$ cat src/rtl/riscv_pkg.sv
// RV32 shared decode definitions: opcodes, immediate formats, instruction fields,
// and source-usage helpers.
package riscv_pkg;

   localparam int XLEN = 32;

   localparam logic [6:0] OPC_LOAD   = 7'b0000011;
   localparam logic [6:0] OPC_STORE  = 7'b0100011;
   localparam logic [6:0] OPC_BRANCH = 7'b1100011;
   localparam logic [6:0] OPC_OP     = 7'b0110011;
   localparam logic [6:0] OPC_OP_IMM = 7'b0010011;
   localparam logic [6:0] OPC_JAL    = 7'b1101111;
   localparam logic [6:0] OPC_JALR   = 7'b1100111;
   localparam logic [6:0] OPC_LUI    = 7'b0110111;
   localparam logic [6:0] OPC_AUIPC  = 7'b0010111;

   typedef enum logic [2:0] {
      IMM_I, IMM_S, IMM_B, IMM_U, IMM_J, IMM_NONE
   } imm_fmt_e;

   // Field order matches the instruction word, so a 32-bit cast decodes it.
   typedef struct packed {
      logic [6:0] funct7;
      logic [4:0] rs2;
      logic [4:0] rs1;
      logic [2:0] funct3;
      logic [4:0] rd;
      logic [6:0] opcode;
   } fields_t;

   function automatic imm_fmt_e imm_fmt(input logic [6:0] opc);
      case (opc)
         OPC_LOAD, OPC_OP_IMM, OPC_JALR: return IMM_I;
         OPC_STORE:                      return IMM_S;
         OPC_BRANCH:                     return IMM_B;
         OPC_LUI, OPC_AUIPC:             return IMM_U;
         OPC_JAL:                        return IMM_J;
         default:                        return IMM_NONE;
      endcase
   endfunction

   function automatic logic uses_rs1(input logic [6:0] opc);
      return !(opc inside {OPC_LUI, OPC_AUIPC, OPC_JAL});
   endfunction

   function automatic logic uses_rs2(input logic [6:0] opc);
      return opc inside {OPC_BRANCH, OPC_STORE, OPC_OP};
   endfunction

endpackage

$ cat src/rtl/imm_decode.sv
// Instruction word to sign-extended 32-bit immediate; combinational, 0 latency.
// No flow control; unknown opcodes and R-type produce 0.
module imm_decode
   import riscv_pkg::*;
(
   input  logic [31:0] inst,
   output logic [31:0] imm
);

   always_comb begin
      imm = '0;
      case (imm_fmt(inst[6:0]))
         IMM_I:   imm = {{20{inst[31]}}, inst[31:20]};
         IMM_S:   imm = {{20{inst[31]}}, inst[31:25], inst[11:7]};
         IMM_B:   imm = {{19{inst[31]}}, inst[31], inst[7], inst[30:25], inst[11:8], 1'b0};
         IMM_U:   imm = {inst[31:12], 12'b0};
         IMM_J:   imm = {{11{inst[31]}}, inst[31], inst[19:12], inst[20], inst[30:21], 1'b0};
         default: imm = '0;
      endcase
   end

endmodule

$ cat src/rtl/decode_stage.sv
// RV32 decode: regfile read with WB bypass, load-use scoreboard, one-entry ID/EX slot.
// Latency 1 cycle; in_ready drops on a load-use hazard or when a full slot is not drained.
module decode_stage
   import riscv_pkg::*;
#(
   parameter int XLEN   = riscv_pkg::XLEN,
   parameter int NREGS  = 32,
   parameter bit BYPASS = 1'b1
) (
   input  logic            clk,
   input  logic            rst,
   input  logic            in_valid,
   output logic            in_ready,
   input  logic [31:0]     in_inst,
   input  logic [XLEN-1:0] in_pc,
   input  logic            flush,
   input  logic            wb_en,
   input  logic [4:0]      wb_rd,
   input  logic [XLEN-1:0] wb_data,
   output logic            out_valid,
   input  logic            out_ready,
   output logic [XLEN-1:0] out_pc,
   output logic [XLEN-1:0] out_rdata1,
   output logic [XLEN-1:0] out_rdata2,
   output logic [XLEN-1:0] out_imm,
   output logic [6:0]      out_opcode,
   output logic [2:0]      out_funct3,
   output logic [6:0]      out_funct7,
   output logic [4:0]      out_rs1,
   output logic [4:0]      out_rs2,
   output logic [4:0]      out_rd,
   output logic            out_is_load,
   output logic            hazard_stall
);

   localparam int AW = $clog2(NREGS);

   logic [XLEN-1:0] regs [NREGS];
   logic [NREGS-1:0] busy;
   fields_t         dec_f, slot_f;
   logic [31:0]     imm32;
   logic [XLEN-1:0] rdata1, rdata2;
   logic            fwd1, fwd2, haz1, haz2, accept;

   // Excludes x0 and, for RV32E, the upper sixteen addresses.
   function automatic logic arch_reg(input logic [4:0] a);
      return (a != 5'd0) && (int'(a) < NREGS);
   endfunction

   assign dec_f = fields_t'(in_inst);

   imm_decode u_imm (.inst(in_inst), .imm(imm32));

   assign fwd1 = BYPASS && wb_en && (wb_rd == dec_f.rs1);
   assign fwd2 = BYPASS && wb_en && (wb_rd == dec_f.rs2);

   always_comb begin
      rdata1 = '0;
      rdata2 = '0;
      if (arch_reg(dec_f.rs1)) rdata1 = fwd1 ? wb_data : regs[dec_f.rs1[AW-1:0]];
      if (arch_reg(dec_f.rs2)) rdata2 = fwd2 ? wb_data : regs[dec_f.rs2[AW-1:0]];
   end

   // A busy source whose writeback lands this cycle is released only when bypass can deliver it.
   assign haz1 = uses_rs1(dec_f.opcode) && (dec_f.rs1 != 5'd0) &&
                 ((arch_reg(dec_f.rs1) && busy[dec_f.rs1[AW-1:0]] && !fwd1) ||
                  (out_valid && out_is_load && (out_rd == dec_f.rs1)));
   assign haz2 = uses_rs2(dec_f.opcode) && (dec_f.rs2 != 5'd0) &&
                 ((arch_reg(dec_f.rs2) && busy[dec_f.rs2[AW-1:0]] && !fwd2) ||
                  (out_valid && out_is_load && (out_rd == dec_f.rs2)));

   assign hazard_stall = in_valid && (haz1 || haz2);
   assign in_ready     = !hazard_stall && (!out_valid || out_ready);
   assign accept       = in_valid && in_ready;

   always_ff @(posedge clk) begin
      if (rst) begin
         for (int i = 0; i < NREGS; i++) regs[i] <= '0;
      end else if (wb_en && arch_reg(wb_rd)) begin
         regs[wb_rd[AW-1:0]] <= wb_data;
      end
   end

   // The set is written last so it overrides a same-cycle clear.
   always_ff @(posedge clk) begin
      if (rst) begin
         busy <= '0;
      end else begin
         if (wb_en && arch_reg(wb_rd)) busy[wb_rd[AW-1:0]] <= 1'b0;
         if (out_valid && out_ready && out_is_load && arch_reg(out_rd))
            busy[out_rd[AW-1:0]] <= 1'b1;
      end
   end

   always_ff @(posedge clk) begin
      if (rst) begin
         out_valid   <= 1'b0;
         out_pc      <= '0;
         out_rdata1  <= '0;
         out_rdata2  <= '0;
         out_imm     <= '0;
         slot_f      <= '0;
         out_is_load <= 1'b0;
      end else if (flush) begin
         out_valid <= 1'b0;
      end else if (accept) begin
         out_valid   <= 1'b1;
         out_pc      <= in_pc;
         out_rdata1  <= rdata1;
         out_rdata2  <= rdata2;
         out_imm     <= XLEN'($signed(imm32));
         slot_f      <= dec_f;
         out_is_load <= (dec_f.opcode == OPC_LOAD);
      end else if (out_ready) begin
         out_valid <= 1'b0;
      end
   end

   assign out_opcode = slot_f.opcode;
   assign out_funct3 = slot_f.funct3;
   assign out_funct7 = slot_f.funct7;
   assign out_rs1    = slot_f.rs1;
   assign out_rs2    = slot_f.rs2;
   assign out_rd     = slot_f.rd;

endmodule
$ cat config.mk
export PLATFORM = sky130hd
export DESIGN_NAME = decode_stage
export DESIGN_NICKNAME = d
export VERILOG_FILES = /design/src/rtl/riscv_pkg.sv /design/src/rtl/imm_decode.sv /design/src/rtl/decode_stage.sv
export SDC_FILE = /design/constraint.sdc
export NUM_CORES = 2
export LEC_CHECK = 0
export ABC_AREA = 1
export CORE_MARGIN = 4
export CORE_UTILIZATION = 35
export CTS_BUF_LIST = sky130_fd_sc_hd__clkbuf_8
export DETAILED_ROUTE_END_ITERATION = 10
export HOLD_SLACK_MARGIN = 0.06
export PLACE_DENSITY = 0.49
export SYNTH_ARGS = -nofsm -noshare
export SYNTH_HDL_FRONTEND = slang
export SYNTH_SLANG_ARGS = --single-unit
$ cat constraint.sdc
create_clock -name clk -period 5.65 [get_ports clk]
set_clock_uncertainty 0.1 [all_clocks]
set_input_delay 0.565 -clock clk [delete_from_list [all_inputs] [get_ports clk]]
set_output_delay 0.565 -clock clk [all_outputs]
set_load 0.05 [all_outputs]
After elaboration in Yosys (flattened, before gate mapping) --
Memories as Yosys holds them, arrays and structs flattened. Cells that the tools add are included.
Operators by class: muxes and demuxes 27, shift operators 0, add/sub/neg operators 0, div/mod/pow operators 0, multiply operators 0, order comparisons 6, reduce and logical (&&, ||, !) cells 44, equal/unequal tests 17, bitwise operators 4
Operators by type and width (count):
- 2-to-1 mux 32 bit | 8
- one-hot mux 32 bit (5 select lines) | 1
- bitwise AND 32 bit | 1
- inverter 32 bit | 1
- OR 32 bit | 1
- OR reduction 32 bit | 1
- less-than comparator 5 x 6 -> 1 bit, second input constant | 4
- logical AND 1 bit | 22
- equality test 7 x 6 -> 1 bit, second input constant | 3
- equality test 7 bit, second input constant | 3
- equality test 5 bit | 4
- nonzero test 5 bit | 4
- one-hot mux 3 bit (5 select lines) | 1
- equality test 7 x 5 -> 1 bit, second input constant | 2
- 2-to-1 mux 1 bit | 12
- binary-select mux 1 bit (select 5 bit) | 2
- demux 1 bit (select 5 bit) | 2
- greater-or-equal comparator 5 x 1 -> 1 bit, second input constant | 2
- equality test 7 x 2 -> 1 bit, second input constant | 1
- equality test 3 x 2 -> 1 bit, second input constant | 2
- nonzero test 3 bit | 2
- logical NOT 1 bit | 5
- 2-to-1 mux 5 bit | 1
- logical OR 1 bit | 4
- other kinds (8) | 9
Word-level totals: bits in writable memories 1024, output and inout bits 164, latch bits 0, word-level logic and storage cells 112, bits in registers 194, ROM bits 0, memories 1, bits of input ports 107
Memory list:
- regs | depth 32, bits a word 32, rd ports 2, clocked after Yosys merged registers in 0, wr ports 32, RTL line decode_stage.sv:38 | logic [XLEN-1:0] regs [NREGS];

Longest topological paths before layout --
depth in word-level cells 12, mapped depth 19, depth with buffers taken out 15

Modules after synthesis --
From an unflattened synthesis, not the netlist that was laid out.
Second synthesis, totals: cells, all modules 7872, area, all modules 64674.5 um2
By module, submodules not included:
- decode_stage | times used 1, seq. area each 34633.2 um2, cells each 7698, area each 63763.7 um2
- imm_decode | times used 1, seq. area each 0.0 um2, cells each 174, area each 910.9 um2

Least setup slack after synthesis --
OpenSTA, ideal clock, no wires.
kind input to register, from input wb_rd[1], to memory regs[6][0], enable pin, arrival 3576 ps, data required time 5082 ps, setup time 468 ps, path slack 1506 ps, path buffers 1, stages 5, cells stage by stage clkbuf_1 > inv_1 > nor2_1 > inv_1 > o21ai_0
RTL lines:
- start: declaration | RTL line decode_stage.sv:18 | input logic [4:0] wb_rd,
- end: declaration | RTL line decode_stage.sv:38

Final worst setup path --
from input in_inst[22], to output in_ready
On the way: longest elaborated chain between the ends 10, elaborated cells on any way between the ends 17, those cells by class eq/ne (2); mux (2); reduce/logical (13)
Ends and longest elaborated chain:
- start: declaration | RTL line decode_stage.sv:14 | input logic [31:0] in_inst,
- binary-select mux 1 bit (select 5 bit) / equality test 5 bit (equally long branches) | RTL line decode_stage.sv:69, decode_stage.sv:55
- 2-to-1 mux 1 bit (implied by the code) / logical AND 1 bit (equally long branches) | RTL line decode_stage.sv:69, decode_stage.sv:55
- logical AND 1 bit / logical NOT 1 bit (equally long branches) | RTL line decode_stage.sv:69 | ((arch_reg(dec_f.rs2) && busy[dec_f.rs2[AW-1:0]] && !fwd2) ||
- logical AND 1 bit | RTL line decode_stage.sv:69
- logical OR 1 bit | RTL line decode_stage.sv:69
- logical AND 1 bit * | RTL line decode_stage.sv:68 | assign haz2 = uses_rs2(dec_f.opcode) && (dec_f.rs2 != 5'd0) &&
- logical OR 1 bit * | RTL line decode_stage.sv:72 | assign hazard_stall = in_valid && (haz1 || haz2);
- logical AND 1 bit * | RTL line decode_stage.sv:72
- logical NOT 1 bit * | RTL line decode_stage.sv:73 | assign in_ready = !hazard_stall && (!out_valid || out_ready);
- logical AND 1 bit * | RTL line decode_stage.sv:73
- end: declaration | RTL line decode_stage.sv:13 | output logic in_ready,
Every way passes the cells marked *; elsewhere a longest branch is shown, timed or not. The select of a mux whose other input is x is not followed.

==> metrics.cfg <==
[layout]
synthToLayoutAreaGrowth_pct=14.0
multi_input_area_um2=24300
layout.cells.non_filler=10100
layout_common_cells=nor2_1 (1648), o21ai_0 (1169), edfxtp_1 (1024), nand2_1 (584), a21oi_1 (568)
nets=7610
fill_cells=18100
final_common_cell=nor2_1
final-seq-area_um2=34600
drive_above_1_share_pct=7.27

[synthesis]
async_reset_ff_share_pct=0
synthesis.area_um2=63500
ys_types=40
ys_warn_count=0
synthAdderAreaFrac_pct=0
synth_top_family_by_area=compound AO/OA/AOI/OAI gates
synth_cells=7501
synth-seq-cells=1218
synthMuxAreaShare_pct=0
avgSynthCellArea_um2=8.46
synth_flop_cell=edfxtp_1
synth-compound-area-share_pct=19.8
yosys.area_share.simple_pct=17.8
synth_edf_count=1024
synth_xor_area_share_pct=0.0828
synth-seq-area-share_pct=54.6

[sta]
fmax_ghz=0.233
setup_viol=0
period_minus_slack_ns=4.30
maxSlewViolCount=0
finalHoldViolCount=0
whs_ns=0.139
rsz0062_at_grt=false
layout_setup_ws_ns=1.35
slew_headroom_pct=11.9
tightest_slew_ns=1.32
period_share_pct=76.1
fin_setup_tns_ns=0

[global_route]
grt_pass1_wl_um=404000
overflow=0
grt_max_degree=178
grt_use_total_pct=29.6
grt_pass1_vias=55100
antenna_found_initial=9

[pwr]
ir_drop_mv=0.239
leakage_uw=0.0269
p_per_area_nw_per_um2=298
power_uw=21600

[setup_path]
critical_path.startpoint=in_inst[22]
crit_slowest_cell=dlygate4sd3_1
path_class=in -> out
crit_buf_inv=7
arrival_ns=3.64
critPathMaxStageDelay_ns=0.55
cpLargestDelayFamily=buffers and inverters
required_ns=4.99
reg2reg_from=regs[25][13]
worstSetupStartpointType=input pin
path_max_fanout=39
endpoint_kind=primary output
cp_cell_sequence=dlygate4sd3_1 -> buf_6 -> nor2_2 -> buf_4 -> nand4_1 -> buf_4 -> inv_1 -> nor3_1 -> nand2_1 -> nand2_1 -> inv_2 -> nor2_1 -> nor2_1 -> buf_12

[route]
wl_per_cell_um=28.5
drc=0
wl_um=287000
vias_per_cell=5.86
first_iter_violations=8358
drt_pass1_iterations=6
drtAntennaViolNets=0
vias=58800

[worst_hold_path]
worstHoldStart=in_inst[28]
hp-class=in -> reg

[job]
maxCapViolations=0

[status]
status=finished clean

[floorplan]
start_util_pct=35.2
fp-row-count=156
die_w_um=434
die_area_um2=188000
coreArea_um2=181000
pin_count=271
die_h_um=434

[placement]
dp_cells=9651
dpl.hpwl_um=169000
post-place-ws_ns=1.10
gp_congestion=0.885
portBuffers=270

[clock_tree]
cts_tree=done
clk_latency_ns=0.98
cts_root_buf=clkbuf_8
cts_resized=0
cts_sinks=1218
path_clk_slew_ns=0.05
cts_buffer_depth=3
cts_max_level=4
cts_buffers=214

-- repair_timing --
item	4_1_cts	5_1_grt
hold endpoints to repair	21	0
hold buffers	6	0
setup buffers	0	0
-- tightest hold or removal path, delay by kind of cell --
family          cells  cell delay [ns]
simple gates        1             0.08
buf+inv             1             0.44
compound gates      1             0.05
-- cells by family (layout without fill, tap and decap cells) --
logic type                Yosys count  in the layout
AOI/OAI and AO/OA                2258           2258
xor gates and xnor gates            6              6
buffers and inverters            1209           1348
and+or+nand+nor                  2809           2809
other                               1             41
DFF                              1218           1218
-- metrics by stage --
stage | area, um2 | util (%)
finish | 72400 | 40.1
global route | 72300 | 40.1
floorplan | 63600 | -
CTS | 72300 | 40.1
detailed placement | 68400 | 37.9
global placement | 68400 | 37.9
-- power breakdown --
part	internal, uW	total (uW)	switching, uW
clock network	3840	7740	3910
logic	861	3390	2520
registers	10200	10500	234
-- layer usage --
layer	GRT usage, %	up-vias	share of wire [%]
met4	19.2	10	7.3
li1	-	26000	-
met3	6.07	731	10
met1	39.4	28600	40
met5	0	-	0.024
met2	43.7	3508	43
-- sequential cells by signal, indices dropped and copies added, names as in the netlist --
signal       cells
out_rd           5
out_rdata2      32
out_funct3       3
busy            32
out_opcode       7
out_imm         32
out_pc          32
out_rdata1      32
out_rs2          5
out_rs1          5
out_valid        1
out_is_load      1
out_funct7       7
regs          1024
-- layout make-up --
class | instances | share of cell area [%]
clock buffers | 229 | 4.36
well taps | 2370 | 4.10
repair buffers | 481 | 6.55
diodes | 9 | 0.0311
flip-flops and latches | 1218 | 47.9
inverters | 483 | 2.55
multi-input cells | 5105 | 33.5
clock inverters | 155 | 1.01
-- synth_stat cells (2+ instances only) --
| cell type | n | share of area (%) |
|---|---|---|
| nand3_1 | 512 | 4.0 |
| nand4_2 | 3 | 0.059 |
| o221ai_1 | 93 | 1.3 |
| buf_2 | 214 | 1.7 |
| xnor2_1 | 2 | 0.028 |
| o211ai_1 | 266 | 3.1 |
| o2bb2ai_1 | 2 | 0.028 |
| xor2_1 | 4 | 0.055 |
| a211oi_1 | 5 | 0.059 |
| a41oi_1 | 6 | 0.083 |
| nor3_1 | 10 | 0.079 |
| nor2_1 | 1650 | 9.8 |
| o21ai_1 | 29 | 0.23 |
| nand2_1 | 613 | 3.6 |
| edfxtp_1 | 1024 | 48 |
| clkbuf_1 | 428 | 2.5 |
| nand4_1 | 15 | 0.15 |
| buf_4 | 28 | 0.33 |
| a221oi_1 | 2 | 0.028 |
| a21oi_1 | 568 | 4.5 |
| dfxtp_1 | 194 | 6.1 |
| inv_2 | 8 | 0.047 |
| nor2_4 | 2 | 0.035 |
| o22ai_1 | 65 | 0.64 |
| clkbuf_2 | 4 | 0.032 |
| o21ai_0 | 1171 | 9.2 |
| o2111ai_1 | 16 | 0.22 |
| nor2_2 | 2 | 0.020 |
| o21a_1 | 11 | 0.13 |
| a31oi_1 | 10 | 0.099 |
| clkinv_1 | 7 | 0.041 |
| inv_1 | 468 | 2.8 |
| buf_1 | 52 | 0.31 |
| o31ai_1 | 11 | 0.13 |
-- worst paths after layout --
check                                      end  slack [ns]  cells after the start
worst max-delay path                  in_ready        1.35                     14
worst min-delay path             out_funct7[3]        0.14                      3
worst max register to register  out_rdata2[13]        2.53                     10
worst min register to register         busy[0]        0.35                      2
Note: power is estimated with default switching activity, not from simulation.
